--- config.mk ---
export PLATFORM = sky130hd
export DESIGN_NAME = cpu_sequencer
export DESIGN_NICKNAME = d
export VERILOG_FILES = /design/src/rtl/cpu_pkg.sv /design/src/rtl/instr_decode.sv /design/src/rtl/cpu_sequencer.sv
export SDC_FILE = /design/constraint.sdc
export NUM_CORES = 1
export LEC_CHECK = 0
export CAP_MARGIN = 20
export CELL_PAD_IN_SITES_DETAIL_PLACEMENT = 0
export CELL_PAD_IN_SITES_GLOBAL_PLACEMENT = 1
export CORE_MARGIN = 5
export CORE_UTILIZATION = 30
export CTS_BUF_LIST = sky130_fd_sc_hd__clkbuf_8
export DETAILED_ROUTE_END_ITERATION = 7
export GPL_TIMING_DRIVEN = 1
export PLACE_DENSITY = 0.77
export SLEW_MARGIN = 20
export SYNTH_ARGS = -nofsm -noshare
export SYNTH_HDL_FRONTEND = slang
export SYNTH_HIERARCHICAL = 1
export SYNTH_SLANG_ARGS = --single-unit
--- constraint.sdc ---
create_clock -name clk -period 2.3 [get_ports clk]
set_clock_uncertainty 0.15 [all_clocks]
set_input_delay 0.345 -clock clk [delete_from_list [all_inputs] [get_ports clk]]
set_output_delay 0.345 -clock clk [all_outputs]
set_load 0.1 [all_outputs]
--- src/rtl/cpu_pkg.sv ---
// Shared definitions for the sequencer: FSM states, ALU encodings,
// HALT opcode and instruction field positions.
package cpu_pkg;

   typedef enum logic [2:0] {
      ST_IDLE   = 3'd0,
      ST_FETCH  = 3'd1,
      ST_DECODE = 3'd2,
      ST_EXEC   = 3'd3,
      ST_WB     = 3'd4,
      ST_HALT   = 3'd5
   } state_t;

   typedef enum logic [1:0] {
      ALU_AND = 2'b00,
      ALU_OR  = 2'b01,
      ALU_XOR = 2'b10,
      ALU_NOT = 2'b11
   } alu_op_t;

   localparam logic [7:0] HALT_INSTR = 8'h00;

   localparam int OP_LSB = 6;
   localparam int OP_W   = 2;
   localparam int RD_LSB = 3;
   localparam int RS_LSB = 0;

   function automatic alu_op_t decode_op(input logic [1:0] op_field);
      alu_op_t op;
      case (op_field)
         2'b00:   op = ALU_AND;
         2'b01:   op = ALU_OR;
         2'b10:   op = ALU_XOR;
         2'b11:   op = ALU_NOT;
         default: op = ALU_AND;
      endcase
      return op;
   endfunction

endpackage

--- src/rtl/instr_decode.sv ---
// Combinational instruction decoder: splits an instruction word into
// register fields and ALU operation, and flags the all-zero HALT word.
module instr_decode
   import cpu_pkg::*;
#(
   parameter int DW    = 8,
   parameter int RF_AW = 3
) (
   input  logic [DW-1:0]    ir,
   output logic [RF_AW-1:0] rd,
   output logic [RF_AW-1:0] rs,
   output alu_op_t          alu_op,
   output logic             is_halt
);

   assign rd      = ir[RD_LSB +: RF_AW];
   assign rs      = ir[RS_LSB +: RF_AW];
   assign alu_op  = decode_op(ir[OP_LSB +: OP_W]);
   // 8'h00 would otherwise decode as AND r0,r0
   assign is_halt = (ir == DW'(HALT_INSTR));

endmodule

--- src/rtl/cpu_sequencer.sv ---
// Multi-cycle instruction sequencer: fetch, decode, execute, write back,
// with a sticky HALT state that only reset can clear.
module cpu_sequencer
   import cpu_pkg::*;
#(
   parameter int IMEM_AW = 4,
   parameter int DW      = 8,
   parameter int RF_AW   = 3
) (
   input  logic               clk,
   input  logic               rst,
   input  logic               run,
   output logic               imem_req,
   output logic [IMEM_AW-1:0] imem_addr,
   input  logic               imem_ack,
   input  logic [DW-1:0]      imem_data,
   output logic [RF_AW-1:0]   rf_ra,
   output logic [RF_AW-1:0]   rf_rb,
   output logic [1:0]         alu_op,
   output logic               rf_we,
   output logic [RF_AW-1:0]   rf_wa,
   output logic [IMEM_AW-1:0] pc,
   output logic               halted
);

   localparam logic [IMEM_AW-1:0] PC_ONE = {{(IMEM_AW-1){1'b0}}, 1'b1};

   state_t             state_r;
   state_t             state_s;
   logic [DW-1:0]      ir_r;
   logic [DW-1:0]      ir_s;
   logic [IMEM_AW-1:0] pc_r;
   logic [IMEM_AW-1:0] pc_s;
   logic [RF_AW-1:0]   dec_rd_s;
   logic [RF_AW-1:0]   dec_rs_s;
   alu_op_t            dec_op_s;
   logic               dec_halt_s;

   // Instruction register load: capture the fetched word only while fetching
   always_comb begin
      ir_s = ir_r;
      if ((state_r == ST_FETCH) && imem_ack) begin
         ir_s = imem_data;
      end else begin
         ir_s = ir_r;
      end
   end

   // Decoding the next IR value lets the register-file outputs be registered
   // yet already valid in the DECODE cycle.
   instr_decode #(
      .DW    (DW),
      .RF_AW (RF_AW)
   ) u_instr_decode (
      .ir      (ir_s),
      .rd      (dec_rd_s),
      .rs      (dec_rs_s),
      .alu_op  (dec_op_s),
      .is_halt (dec_halt_s)
   );

   // Next-state and PC update
   always_comb begin
      state_s = state_r;
      pc_s    = pc_r;
      case (state_r)
         ST_IDLE: begin
            if (run) state_s = ST_FETCH;
            else     state_s = ST_IDLE;
         end
         ST_FETCH: begin
            if (imem_ack) state_s = ST_DECODE;
            else          state_s = ST_FETCH;
         end
         ST_DECODE: begin
            if (dec_halt_s) state_s = ST_HALT;
            else            state_s = ST_EXEC;
         end
         ST_EXEC: begin
            state_s = ST_WB;
         end
         ST_WB: begin
            pc_s = pc_r + PC_ONE;
            if (run) state_s = ST_FETCH;
            else     state_s = ST_IDLE;
         end
         ST_HALT: begin
            state_s = ST_HALT;
         end
         default: begin
            state_s = ST_IDLE;
         end
      endcase
   end

   // State, IR, PC and registered outputs
   always_ff @(posedge clk) begin
      if (rst) begin
         state_r  <= ST_IDLE;
         ir_r     <= {DW{1'b0}};
         pc_r     <= {IMEM_AW{1'b0}};
         imem_req <= 1'b0;
         rf_we    <= 1'b0;
         halted   <= 1'b0;
         rf_ra    <= {RF_AW{1'b0}};
         rf_rb    <= {RF_AW{1'b0}};
         rf_wa    <= {RF_AW{1'b0}};
         alu_op   <= 2'b00;
      end else begin
         state_r  <= state_s;
         ir_r     <= ir_s;
         pc_r     <= pc_s;
         imem_req <= (state_s == ST_FETCH);
         rf_we    <= (state_s == ST_WB);
         halted   <= (state_s == ST_HALT);
         rf_ra    <= dec_rd_s;
         rf_rb    <= dec_rs_s;
         rf_wa    <= dec_rd_s;
         alu_op   <= dec_op_s;
      end
   end

   assign pc        = pc_r;
   assign imem_addr = pc_r;

endmodule

==> run metrics, run 1 <==
status=complete, but fails checks; failing checks=setup timing; vertical extent of the die=around 73 µm; hold crit path type=register to register; worst vdd ir=about 320 µV; complex-gate fraction of the synthesized area=under 10%; most used standard cell by instance count after synthesis=sky130_fd_sc_hd__dfxtp_1; Max H-tree Level=1; cell-internal power=between 0.8 and 0.9 mW; mean routed wirelength per cell=~11 µm; fillcell total=approximately 370; maxcap violations=0; clock share of power=approximately a third; P per Cell Area=approximately 700 nW/µm²; critical path endpoint category=register; simple-gate share of the synthesized area=a little over a quarter; unrepaired setup endpoints after global routing=true; dominant combinational cell family by area after synthesis=simple AND/OR/NAND/NOR gates; cts bufs inserted=3; Crit Path Category=register to register; hold violation count in the final report=0; Primary FF master, synth=sky130_fd_sc_hd__dfxtp_1; Iteration-0 DRC Markers=20; Synth Register Bits=26; Final Slew Violations=0; synthesized net count=between 100 and 150; router iterations before antenna repair=2; area of the multi-input gates=approximately 550 µm²; FFs w/ async S/R, synth=0%; Final setup violation count=5; library cell with the largest summed area after synthesis=sky130_fd_sc_hd__dfxtp_1; via density per instance=around 4.2; Synth-to-Final Area Change=38.3%; Ant. Diodes=0; port bufs=33; # DRC=0; combinational power share=a little over a quarter; I/O pin cnt=34; clk sinks=26; leading cell types by total area after synthesis=sky130_fd_sc_hd__dfxtp_1 (44%), sky130_fd_sc_hd__mux2_4 (10%), sky130_fd_sc_hd__nor2b_4 (9.3%); data required time at the worst endpoint=between 2 and 2.5 ns; total global-route track usage=approximately 8.6%; worst setup slack after placement=-0.726 ns; floorplan core area=about 3700 µm²; share of the core filled with cells=~44%; register area share after synthesis=between 40% and 50%; initial antenna violation count=0; total leakage power=0.699 nW; HPWL after detailed placement=between 1500 and 2000 µm; width of the die=73.0 µm; final weighted congestion in routability-driven placement=0.709; multiplexer share of the synthesized area=10.9%; buffer cell driving the clock tree root=sky130_fd_sc_hd__clkbuf_8; number of flops mapped to enable cells by yosys=0; Switching Share=27.5%; data arrival time of the critical path=roughly 2.6 ns; list of most frequent post-synthesis cells=sky130_fd_sc_hd__dfxtp_1 (26), sky130_fd_sc_hd__buf_4 (13), sky130_fd_sc_hd__mux2_4 (8), sky130_fd_sc_hd__nor2b_1 (8), sky130_fd_sc_hd__nor2b_4 (8); share of synthesized cell area in full adder, half adder and majority cells=approximately 1.1%; count of nets left with antenna violations after detail routing=0; aggregate routed wire length=between 2000 and 2500 µm; final cell area excluding filler cells=~1600 µm²; Final Hold Slack=approximately 0.41 ns; element type at the critical path start=register; final critical-path share of the clock period=109%; Slew headroom=77.4%; total gr overflow=0; Yosys warning total=6; Cells after Synth=around 110; clock latency on the worst-skew pair=~0.27 ns; detailed-route via count=around 790; highest fanout seen on the critical path=8; summed instance area of the synthesized netlist=~1200 µm²; share of Yosys cell area claimed by the top area cell type=about 44%; Least-Margin Pin Slew=0.338 ns; global-route wire length before repair=3490 µm; site row count=22; distinct cell type count of the synthesized netlist=32; Initial Util=roughly a third; register clock-pin slew on the reported worst setup and hold paths=approximately 0.080 ns; final setup margin=-0.197 ns; deepest clock path buffer count=2; net switching power of the design=0.321 mW; clock tree from TritonCTS=done; synthesized-area fraction occupied by xor and xnor cells=1.47%; clock period minus final worst setup slack=about 2.5 ns; Cell Area, Placed=between 1500 and 2000 µm²; via count of the first global-routing pass=about 770; proportion of layout cells with a drive suffix above 1=about 48%; Power, Total=between 1 and 1.5 mW; # nets final=between 150 and 200; f_max=0.400 GHz; share of total power in sequential cells=slightly above 40%; Total Die Area=roughly 5300 µm²; post-synthesis area per instance=11.1 µm²; pin count of the biggest net entering global routing=27; sequential cell area=522 µm²
[path summary, 6_finish.rpt]
| path | startpoint | endpoint | slack [ns] | depth (start not counted) |
|---|---|---|---|---|
| min | state_r[2] | state_r[1] | 0.41 | 2 |
| max | state_r[1] | imem_req | -0.20 | 9 |
| max reg2reg | state_r[1] | imem_req | -0.20 | 9 |
| min reg2reg | state_r[2] | state_r[1] | 0.41 | 2 |
[metal layers]
metal	track usage, %	vias up	wire length (µm)
met3	1.79	4	99
met1	10.2	362	949
met5	0	-	0
met2	13.5	17	1050
met4	6.15	0	63
li1	-	411	-
[cell type report]
class                           count  share of cell area (%)
Multi-Input combinational cell     59                    33.7
Sequential cell                    26                    31.7
Timing Repair Buffer               50                    26.2
Tap cell                           48                    3.65
Clock buffer                        3                    2.51
Clock inverter                      1                    1.83
Inverter                            2                   0.456
[worst max-delay path: stages (launching register included)]
cell and delay (ns):
sky130_fd_sc_hd__dfxtp_1 0.32, sky130_fd_sc_hd__and4bb_1 0.32, sky130_fd_sc_hd__buf_12 0.14, sky130_fd_sc_hd__mux2_4 0.31, sky130_fd_sc_hd__or4_4 0.54, sky130_fd_sc_hd__nor2_4 0.13
sky130_fd_sc_hd__buf_6 0.10, sky130_fd_sc_hd__nand4bb_1 0.11, sky130_fd_sc_hd__o31a_1 0.15, sky130_fd_sc_hd__nor3b_2 0.16
[power by group through the flow]
stage	Clock (mW)	Sequential, mW	Combinational [mW]
2_1_floorplan	0	0.565	0.141
3_3_place_gp	0	0.489	0.290
3_5_place_dp	0	0.489	0.293
4_1_cts	0.385	0.479	0.321
5_1_grt	0.403	0.482	0.335
6_report	0.369	0.479	0.320
[through the flow]
step                instances  setup TNS, ns
floorplan                 107         -0.220
global placement          183          -3.09
detailed placement        183          -3.26
CTS                       189         -0.950
global route              189          -1.25
finish                    189         -0.813
[cell families after synthesis]
logic type / count (synthesis)
AOI/OAI and AO/OA: 8
xor gates and xnor gates: 2
adders and majority gates: 1
buffers and inverters: 22
DFF: 26
muxes: 9
and+or+nand+nor: 39
[what timing repair did]
item                                    in CTS  in global routing
hold buffers                                 0                  0
buffers inserted                             2                  0
gates resized for setup                      7                  1
endpoints found under the setup margin       5                  5
pin swaps                                    8                  4
[layout by cell type, fill, tap and decap left out, drive strengths merged, types with 2 or more instances in the layout]
master / netlist / layout
buf: 17 / 39
dfxtp: 26 / 26
nor2b: 16 / 16
clkdlybuf4s50: 0 / 10
mux2: 8 / 8
nor2: 7 / 7
nor3: 3 / 3
clkbuf: 3 / 3
nor3b: 3 / 3
inv: 2 / 2
and3b: 2 / 2
xnor2: 2 / 2
or4: 2 / 2
o21ai: 2 / 2
[sequential cells by signal, indices dropped and copies added (netlist names)]
register,count
alu_op,2
halted,1
imem_addr,4
imem_req,1
ir_r,8
rf_rb,3
rf_wa,3
rf_we,1
state_r,3
Note: power is estimated with default switching activity, not from simulation.
==> run 2, diff against run 1 <==
CORE_ASPECT_RATIO = 1.5   (was unset)
==> run metrics, run 2 (synthesis results as in run 1) <==
vertical extent of the die=87.1 µm (+19%); Least-Margin Pin Slew=0.329 ns (-0.00854 ns); clock tree from TritonCTS=done; reg-to-reg critical path endpoint=imem_req; number of cells traversed by the worst register-to-register path=8 (-1); floorplan core area=3890 µm² (+3.9%); count of nets left with antenna violations after detail routing=0 (unchanged); register clock-pin slew on the reported worst setup and hold paths=0.08 ns (about the same); Ant. Diodes=0 (unchanged); final weighted congestion in routability-driven placement=0.689 (-2.8%); total leakage power=0.684 nW (-2.1%); Total Die Area=5350 µm² (+0.48%); worst hold endpoint=imem_addr[3]; I/O pin cnt=34 (unchanged); final critical-path share of the clock period=107% (-1.2 points); data arrival time of the critical path=2.47 ns (-0.08 ns); Final Slew Violations=0 (unchanged); highest fanout seen on the critical path=4 (-4); total gr overflow=0 (unchanged); clock period minus final worst setup slack=2.47 ns (-0.0268 ns); detailed-route via count=812 (+2.3%); Initial Util=30.6% (-1.2 points); Max H-tree Level=1 (unchanged); # DRC=0 (unchanged); Final setup violation count=5 (unchanged); global-route wire length before repair=3610 µm (+3.4%); cts bufs inserted=3 (unchanged); site row count=28 (+27%); Power, Total=1.03 mW (-11%); Top reg by flops=ir_r; aggregate routed wire length=2220 µm (+2.5%); startpoint of the tightest hold check path=imem_addr[3]; router iterations before antenna repair=3 (+1); status=complete, but fails checks; minimum setup slack among reg-to-reg paths=-0.17 ns (+0.03 ns); port bufs=33 (unchanged); # nets final=156 (+0.65%); proportion of layout cells with a drive suffix above 1=49.6% (+2.1 points); clock latency on the worst-skew pair=0.26 ns (about the same); f_max=0.405 GHz (+1.1%); initial antenna violation count=0 (unchanged); number of buffers inserted by hold repair at cts=0 (unchanged); launch instance of the worst register-to-register path=state_r[1]; Iteration-0 DRC Markers=5 (-75%); worst hold path stage count=3 (+1); clk sinks=26 (unchanged); number of flip-flops under the largest register name=8 (unchanged); Crit Path Category=register to register; Synth-to-Final Area Change=34.9%; P per Cell Area=644 nW/µm² (-9.2%); maxcap violations=0 (unchanged); worst vdd ir=375 µV (+19%); mean routed wirelength per cell=11.9 µm (+4.2%); most used cells in the layout excluding fill and tap cells=sky130_fd_sc_hd__buf_4 (38), sky130_fd_sc_hd__dfxtp_1 (24), sky130_fd_sc_hd__clkdlybuf4s50_1 (10); width of the die=61.4 µm (-16%); pin count of the biggest net entering global routing=14 (-48%); via count of the first global-routing pass=876 (+14%); most common library cell in the layout ignoring fill and taps=sky130_fd_sc_hd__buf_4; hold violation count in the final report=0 (unchanged); HPWL after detailed placement=1730 µm (+5.0%); critical path endpoint category=register; unrepaired setup endpoints after global routing=true; worst setup slack after placement=-0.680 ns (+0.0467 ns); final setup margin=-0.171 ns (+0.0268 ns); deepest clock path buffer count=2 (unchanged); buffer cell driving the clock tree root=sky130_fd_sc_hd__clkbuf_8; via density per instance=4.37 (+3.9%); Slew headroom=78.0% (+0.57 points); total global-route track usage=8.97% (+0.39 points); failing checks=setup timing; element type at the critical path start=register; data required time at the worst endpoint=2.30 ns (-0.05 ns); hold crit path type=register to register
[run 2: worst max-delay path: stages (launching register included)]
cell and delay [ns]:
sky130_fd_sc_hd__dfxtp_2 0.33, sky130_fd_sc_hd__and4bb_2 0.32, sky130_fd_sc_hd__buf_6 0.13, sky130_fd_sc_hd__mux2_4 0.30
sky130_fd_sc_hd__or4_4 0.54, sky130_fd_sc_hd__nor2_4 0.15, sky130_fd_sc_hd__o21ai_2 0.06, sky130_fd_sc_hd__o21a_1 0.21
sky130_fd_sc_hd__nor3b_2 0.17
[run 2: through the flow]
step           hold slack, ns  instances  cell area (µm²)  setup TNS, ns  util, %
2_1_floorplan           0.267        107             1190         -0.220        -
6_report                0.422        186             1610         -0.634     41.3
5_1_grt                 0.455        186             1610          -1.10     41.3
3_3_place_gp            0.398        181             1510          -2.76     38.8
4_1_cts                 0.431        185             1580         -0.662     40.7
3_5_place_dp            0.405        181             1510          -3.00     38.8
[run 2: what timing repair did]
action                                  in CTS  in global routing
endpoints found under the setup margin       5                  5
gates resized for setup                      7                  5
setup buffers                                1                  1
pin swaps                                    5                  6
[run 2: worst max path at each step]
stage	cells after the start	endpoint	slack, ns	startpoint
2_1_floorplan	8	rf_we	-0.10	state_r[2]
3_3_place_gp	9	halted	-0.62	imem_ack
3_5_place_dp	9	rf_we	-0.68	imem_ack
4_1_cts	8	imem_req	-0.21	state_r[2]
5_1_grt	8	imem_req	-0.26	state_r[1]
6_report	8	imem_req	-0.17	state_r[1]
[run 2: final cells by class]
type,instances,area [µm²]
Clock buffer,3,41.3
Sequential cell,26,523
Inverter,2,7.51
Timing Repair Buffer,51,417
Tap cell,45,56.3
Multi-Input combinational cell,59,561
Fill cell,388,2280
[run 2: report_power, final]
| group | switching (mW) | internal [mW] |
|---|---|---|
| logic | 0.177 | 0.133 |
| registers | 0.00809 | 0.471 |
| clock network | 0.127 | 0.117 |
[run 2: routing by layer]
| layer | global-route usage [%] | part of all wire, % | up-vias |
|---|---|---|---|
| li1 | - | - | 412 |
| met3 | 1.48 | 4.4 | 4 |
| met5 | 0 | 0 | - |
| met2 | 17.1 | 57 | 19 |
| met1 | 8.98 | 37 | 377 |
| met4 | 4.05 | 1.3 | 0 |
